==> src/rtl/fast_command_pkg.sv <==
// Shared fast-command definitions: codewords, one-hot indices, FSM states and decode result.
// Used by the decoder as well as by the generator and checker.
package fast_command_pkg;

  localparam int NUM_CMDS = 10;

  typedef logic [7:0]          symbol_t;
  typedef logic [NUM_CMDS-1:0] onehot_t;

  localparam symbol_t CW_IDLE        = 8'hF0;
  localparam symbol_t CW_LINK_RESET  = 8'h33;
  localparam symbol_t CW_BCR         = 8'h5A;
  localparam symbol_t CW_SYNC_TRIG   = 8'h55;
  localparam symbol_t CW_L1A_CR      = 8'h66;
  localparam symbol_t CW_CHARGE_INJ  = 8'h69;
  localparam symbol_t CW_L1A         = 8'h96;
  localparam symbol_t CW_L1A_BCR     = 8'h99;
  localparam symbol_t CW_WS_START    = 8'hA5;
  localparam symbol_t CW_WS_STOP     = 8'hAA;

  localparam int IDX_IDLE       = 0;
  localparam int IDX_LINK_RESET = 1;
  localparam int IDX_BCR        = 2;
  localparam int IDX_SYNC_TRIG  = 3;
  localparam int IDX_L1A_CR     = 4;
  localparam int IDX_CHARGE_INJ = 5;
  localparam int IDX_L1A        = 6;
  localparam int IDX_L1A_BCR    = 7;
  localparam int IDX_WS_START   = 8;
  localparam int IDX_WS_STOP    = 9;

  typedef enum logic [1:0] {
    ST_SEARCH = 2'd0,
    ST_CHECK  = 2'd1,
    ST_LOCKED = 2'd2
  } fc_state_t;

  typedef struct packed {
    logic    valid;
    logic    corrected;
    onehot_t onehot;
  } decode_t;

  function automatic symbol_t codeword(input int idx);
    case (idx)
      IDX_IDLE:       return CW_IDLE;
      IDX_LINK_RESET: return CW_LINK_RESET;
      IDX_BCR:        return CW_BCR;
      IDX_SYNC_TRIG:  return CW_SYNC_TRIG;
      IDX_L1A_CR:     return CW_L1A_CR;
      IDX_CHARGE_INJ: return CW_CHARGE_INJ;
      IDX_L1A:        return CW_L1A;
      IDX_L1A_BCR:    return CW_L1A_BCR;
      IDX_WS_START:   return CW_WS_START;
      IDX_WS_STOP:    return CW_WS_STOP;
      default:        return 8'h00;
    endcase
  endfunction

  function automatic int hamming8(input symbol_t a, input symbol_t b);
    return $countones(a ^ b);
  endfunction

endpackage

==> src/rtl/fc_symbol_decode.sv <==
// Combinational symbol -> {valid, corrected, onehot} decoder.
// FCD_HAMMING_CORRECT_EN enables single-bit-error correction; default build accepts exact matches only.
module fc_symbol_decode
  import fast_command_pkg::*;
(
  input  symbol_t symbol,
  output decode_t result
);

  onehot_t exact;

`ifdef FCD_HAMMING_CORRECT_EN
  onehot_t near;

  always_comb begin
    // NOTE: every output gets a default before any branch, so no path can infer a latch.
    exact  = '0;
    near   = '0;
    result = '0;
    for (int i = 0; i < NUM_CMDS; i++) begin
      exact[i] = (symbol == codeword(i));
      near[i]  = (hamming8(symbol, codeword(i)) == 1);
    end
    if (|exact) begin
      result.valid  = 1'b1;
      result.onehot = exact;
    end else if ($onehot(near)) begin
      // Codewords sit 4 apart, so a single flipped bit points at exactly one of them.
      result.valid     = 1'b1;
      result.corrected = 1'b1;
      result.onehot    = near;
    end
  end
`else
  always_comb begin
    exact  = '0;
    result = '0;
    for (int i = 0; i < NUM_CMDS; i++) begin
      exact[i] = (symbol == codeword(i));
    end
    result.valid  = |exact;
    result.onehot = exact;
  end
`endif

endmodule

==> src/rtl/fast_command_decoder.sv <==
// Serial fast-command receiver: aligns on IDLE, qualifies lock, decodes each 8-bit frame to one-hot.
// Optional macro FCD_HAMMING_CORRECT_EN turns on single-bit correction and the corrCount counter.
module fast_command_decoder
  import fast_command_pkg::*;
#(
  parameter int LOCK_COUNT   = 4,
  parameter int UNLOCK_COUNT = 4,
  parameter int ERRCNT_WIDTH = 16
) (
  input  logic                    clk320,
  input  logic                    reset,
  input  logic                    clearCount,
  input  logic                    fcDataIn,
  output logic [NUM_CMDS-1:0]     fcd,
  output logic                    fcdValid,
  output logic [7:0]              fcByte,
  output logic                    locked,
  output logic [ERRCNT_WIDTH-1:0] errCount,
  output logic [ERRCNT_WIDTH-1:0] corrCount
);

  localparam int GOOD_W = $clog2(LOCK_COUNT + 1);
  localparam int RUN_W  = $clog2(UNLOCK_COUNT + 1);
  localparam logic [GOOD_W-1:0] GOOD_LAST = GOOD_W'(LOCK_COUNT - 1);
  localparam logic [RUN_W-1:0]  RUN_LAST  = RUN_W'(UNLOCK_COUNT - 1);

  symbol_t           sr;
  logic [2:0]        bit_cnt, bit_cnt_d;
  fc_state_t         state_q, state_d;
  logic [GOOD_W-1:0] good_q, good_d;
  logic [RUN_W-1:0]  run_q, run_d;
  logic              frame_end;
  logic              publish;
  logic              err_inc;
  logic              corr_inc;
  decode_t           dec;

  fc_symbol_decode u_decode (
    .symbol (sr),
    .result (dec)
  );

  assign frame_end = (bit_cnt == 3'd7);
  assign locked    = (state_q == ST_LOCKED);

  always_comb begin
    state_d   = state_q;
    good_d    = good_q;
    run_d     = run_q;
    bit_cnt_d = bit_cnt + 3'd1;
    publish   = 1'b0;
    err_inc   = 1'b0;
    corr_inc  = 1'b0;

    case (state_q)
      ST_SEARCH: begin
        // The aligning IDLE already counts as the first good frame.
        if (sr == CW_IDLE) begin
          state_d   = ST_CHECK;
          good_d    = GOOD_W'(1);
          bit_cnt_d = 3'd0;
        end
      end

      ST_CHECK: begin
        if (frame_end) begin
          if (dec.valid) begin
            corr_inc = dec.corrected;
            if (good_q == GOOD_LAST) begin
              state_d = ST_LOCKED;
              good_d  = '0;
              run_d   = '0;
            end else begin
              good_d = good_q + 1'b1;
            end
          end else begin
            state_d = ST_SEARCH;
            good_d  = '0;
          end
        end
      end

      ST_LOCKED: begin
        if (frame_end) begin
          publish = 1'b1;
          if (dec.valid) begin
            corr_inc = dec.corrected;
            run_d    = '0;
          end else begin
            err_inc = 1'b1;
            if (run_q == RUN_LAST) begin
              state_d = ST_SEARCH;
              run_d   = '0;
            end else begin
              run_d = run_q + 1'b1;
            end
          end
        end
      end

      default: state_d = ST_SEARCH;
    endcase
  end

  always_ff @(posedge clk320 or negedge reset) begin
    if (!reset) begin
      sr       <= '0;
      bit_cnt  <= '0;
      state_q  <= ST_SEARCH;
      good_q   <= '0;
      run_q    <= '0;
      fcd      <= '0;
      fcdValid <= 1'b0;
      fcByte   <= '0;
      errCount <= '0;
    end else begin
      // NOTE: non-blocking assignments, so every register here samples pre-edge values.
      sr       <= {sr[6:0], fcDataIn};
      bit_cnt  <= bit_cnt_d;
      state_q  <= state_d;
      good_q   <= good_d;
      run_q    <= run_d;
      fcdValid <= publish;
      if (publish) begin
        // An invalid frame decodes to an all-zero one-hot, which also clears fcd on unlock.
        fcd    <= dec.onehot;
        fcByte <= sr;
      end
      if (clearCount) begin
        errCount <= '0;
      end else if (err_inc && !(&errCount)) begin
        errCount <= errCount + 1'b1;
      end
    end
  end

`ifdef FCD_HAMMING_CORRECT_EN
  always_ff @(posedge clk320 or negedge reset) begin
    if (!reset) begin
      corrCount <= '0;
    end else if (clearCount) begin
      corrCount <= '0;
    end else if (corr_inc && !(&corrCount)) begin
      corrCount <= corrCount + 1'b1;
    end
  end
`else
  logic unused_corr;
  assign unused_corr = corr_inc;
  assign corrCount   = '0;
`endif

endmodule

==> config.mk <==
export PLATFORM = sky130hd
export DESIGN_NAME = fast_command_decoder
export DESIGN_NICKNAME = d
export VERILOG_FILES = /design/src/rtl/fast_command_pkg.sv /design/src/rtl/fc_symbol_decode.sv /design/src/rtl/fast_command_decoder.sv
export SDC_FILE = /design/constraint.sdc
export NUM_CORES = 1
export LEC_CHECK = 0
export ABC_CLOCK_PERIOD_IN_PS = 3530
export CELL_PAD_IN_SITES_DETAIL_PLACEMENT = 0
export CELL_PAD_IN_SITES_GLOBAL_PLACEMENT = 2
export CORE_ASPECT_RATIO = 0.6
export CORE_MARGIN = 1.5
export CORE_UTILIZATION = 32
export CTS_CLUSTER_SIZE = 25
export DETAILED_ROUTE_END_ITERATION = 7
export PLACE_DENSITY = 0.76
export SYNTH_ARGS = -nofsm -noshare
export SYNTH_HDL_FRONTEND = slang
export SYNTH_SLANG_ARGS = --single-unit
==> constraint.sdc <==
create_clock -name clk320 -period 3.53 [get_ports clk320]
set_clock_uncertainty 0.1 [all_clocks]
set_input_delay 0.5295 -clock clk320 [delete_from_list [all_inputs] [get_ports clk320]]
set_output_delay 0.5295 -clock clk320 [all_outputs]
set_load 0.1 [all_outputs]
==> metrics.md <==
| Metric | Value |
|---|---|
| Most frequent cell after synthesis | dfrtp_1 |
| Nets | 322 |
| Initial antenna violation count | 0 |
| Die height | between 70 and 80 um |
| Worst Setup Path Type | register to register |
| Maximum vdd drop | 0.0002300 V |
| Slew margin rel. | 33.80% |
| IO Port Bufs | 39 |
| Die Area | 9068 um^2 |
| Remaining DRCs | 0 |
| Slew Viols, Final | 0 |
| Vias/cell | approximately 4.8 |
| Drt pass-1 iters | 4 |
| CP Max Fanout | 7 |
| Drt wl/cell | about 14 um |
| Max Root-Sink Buffers | 2 |
| Total CTS buffers | 5 |
| Critical Path AT | between 2 and 3 ns |
| Synth top area share | 49.75% |
| Post-Place Worst Slack | 0.9134 ns |
| Worst hold path class | input port to asynchronous set/reset pin |
| Global-route wire length before repair | 10.19 mm |
| Worst setup margin | ~0.90 ns |
| Most instantiated cells after synthesis | dfrtp_1, nand2_1, nor2_1 |
| Startpoint Class | register |
| Detail Route Antenna Nets | 0 |
| Core Area | 8039 um^2 |
| Final hold viol count | 0 |
| Final Wtd Congestion | approximately 0.76 |
| H-Tree Depth | 2 |
| Max Cap Violations | 0 |
| Floorplan die width | between 100 and 150 um |
| # resized after CTS | 0 |
| Post-CTS setup buffers | 0 |
| Synth Instances | 270 |
| CTS Sinks | 54 |
| Via count | 2018 |
| Clock Pin Slew Worst Setup and Hold Paths | ~0.070 ns |
| Global route overflow | 0 |
| Gr usage total | 14.80% |
| Final wirelength | 6.075 mm |
| Share of layout cells above drive strength 1 | 10.51% |
| # diodes | 0 |
| Synthesized area | about 2700 um^2 |
| Worst-Margin Slew | 0.9899 ns |
| Cell Pwr Density | 392.0 nW/um^2 |
| Top post-synthesis cells by area | dfrtp_1, nand2_1, buf_4 |
| Ports | 56 |
| Post-synthesis area per instance | 10.06 um^2 |
| Crit path time final | between 2 and 3 ns |
| Synthesized flop and latch total | between 50 and 60 |
| Status | finished clean |
| Total negative setup slack | 0 ns |
| Tcrit/Tclk final | 74.41% |
| Post-synth top flop | dfrtp_1 |
| Initial DRC count | 102 |
| RSZ-0062 raised after global routing | no |
| Area Growth Syn to Fin | 22.34% |
| Max Freq | 380.7 MHz |
| Final setup vio count | 0 |
| Syn. warnings | 0 |
| Ys async rst share | 100.0% |
| Unique masters post-synth | 49 |
| CTS tree | built |
| Clk Latency, worst-skew pair | 0.29 ns |
| Floorplan row count | 25 |
| P_leak | 1.474 nW |
| CP Capture Type | register |
| Initial core utilization | between 30% and 40% |
| Yosys top cell by area | dfrtp_1 |
| Root buffer cell | clkbuf_16 |
| Register area share after synthesis | approximately half |
| Number of flops mapped to enable cells by yosys | 0 |
| R2R cell count | 6 |
| Post-CTS Hold Buffers | 0 |
| Detail Placement HPWL | ~4.3 mm |
| Vias in the first global route | 2022 |
| Largest net degree at the start of global routing | 40 |
| WP data required | 3.61 ns |
state kept, by name (all words and copies together) (netlist names):
name and cells:
sr 8, good_q 3, state_q 2, errCount 16, bit_cnt 3, fcd 10
fcdValid 1, fcByte 8, run_q 3
layer usage:
| metal | up-vias | share of wire, % | GRT usage, % |
|---|---|---|---|
| li1 | 1003 | - | - |
| met1 | 969 | 53 | 21.24 |
| met2 | 38 | 41 | 21.91 |
| met3 | 8 | 4.6 | 3.681 |
| met4 | 0 | 1.3 | 5.098 |
| met5 | - | 0 | 0 |
logic make-up after synthesis:
group / synth area share [%]
flip-flops: 49.75
buffers and inverters: 5.988
adder cells (fa/ha/maj): 2.303
AO/OA/AOI/OAI: 8.200
multiplexers: 2.994
other: 0.1381
XOR/XNOR: 1.290
AND/OR/NAND/NOR: 29.34
worst paths after layout:
kind	startpoint	end	slack (ns)
worst max-delay path	errCount[0]	errCount[13]	0.90
worst min-delay path	reset	errCount[15]	0.28
worst max register to register	errCount[0]	errCount[13]	0.90
worst min register to register	bit_cnt[0]	bit_cnt[0]	0.34
max in group asynchronous	reset	fcd[2]	2.38
min in group clk320	bit_cnt[0]	bit_cnt[0]	0.34
cell type report:
type                            count  area, um^2
Clock buffer                        6       128.9
Clock inverter                      2       13.76
Fill cell                         796        4716
Inverter                            4       15.01
Multi-Input combinational cell    204        1259
Sequential cell                    54        1351
Tap cell                          108       135.1
Timing Repair Buffer               44       420.4
through the flow:
| stage | power, W | util (%) | hold slack, ns | cells | cell area (um^2) |
|---|---|---|---|---|---|
| 6_report | 0.001303 | 41.34 | 0.2769 | 422 | 3323 |
| 5_1_grt | 0.001367 | 41.34 | 0.3395 | 422 | 3323 |
| 4_1_cts | 0.001324 | 41.34 | 0.2955 | 422 | 3323 |
| 3_5_place_dp | 0.0008293 | 39.56 | 0.3331 | 414 | 3181 |
| 3_3_place_gp | 0.0008293 | 39.56 | 0.3237 | 414 | 3181 |
| 2_1_floorplan | 0.0008092 | - | 0.1339 | 285 | 2773 |
critical path, stage by stage, from the launching register on:
cell and delay, ns:
dfrtp_1 0.43, ha_1 0.24, and2_1 0.19, and4_1 0.27, or3_1 0.47, or4_4 0.52
mux2_4 0.30
where the power goes:
group / total (W) / leakage [nW] / internal, W / switching [W]
Combinational: 0.000158 / 0.677 / 0.0000377 / 0.000121
Sequential: 0.000660 / 0.726 / 0.000641 / 0.0000196
Clock: 0.000484 / 0.0708 / 0.000264 / 0.000221
placed cells by master, fill, tap and decap left out, types with 4 or more instances in the layout:
master | netlist | routed
clkbuf_16 | 0 | 5
nor4_1 | 5 | 5
nor2b_1 | 11 | 11
buf_4 | 16 | 6
xnor2_1 | 4 | 4
mux2_2 | 4 | 4
nand4_1 | 7 | 7
conb_1 | 1 | 16
ha_1 | 5 | 5
nand3_1 | 5 | 5
nand2_1 | 46 | 46
nor2_1 | 23 | 23
nand2b_1 | 6 | 6
inv_1 | 4 | 4
or4bb_1 | 5 | 5
o21ai_0 | 10 | 10
clkdlybuf4s50_1 | 0 | 37
a21oi_1 | 8 | 8
dfrtp_1 | 54 | 54
Power figures use the tool's default switching activity.
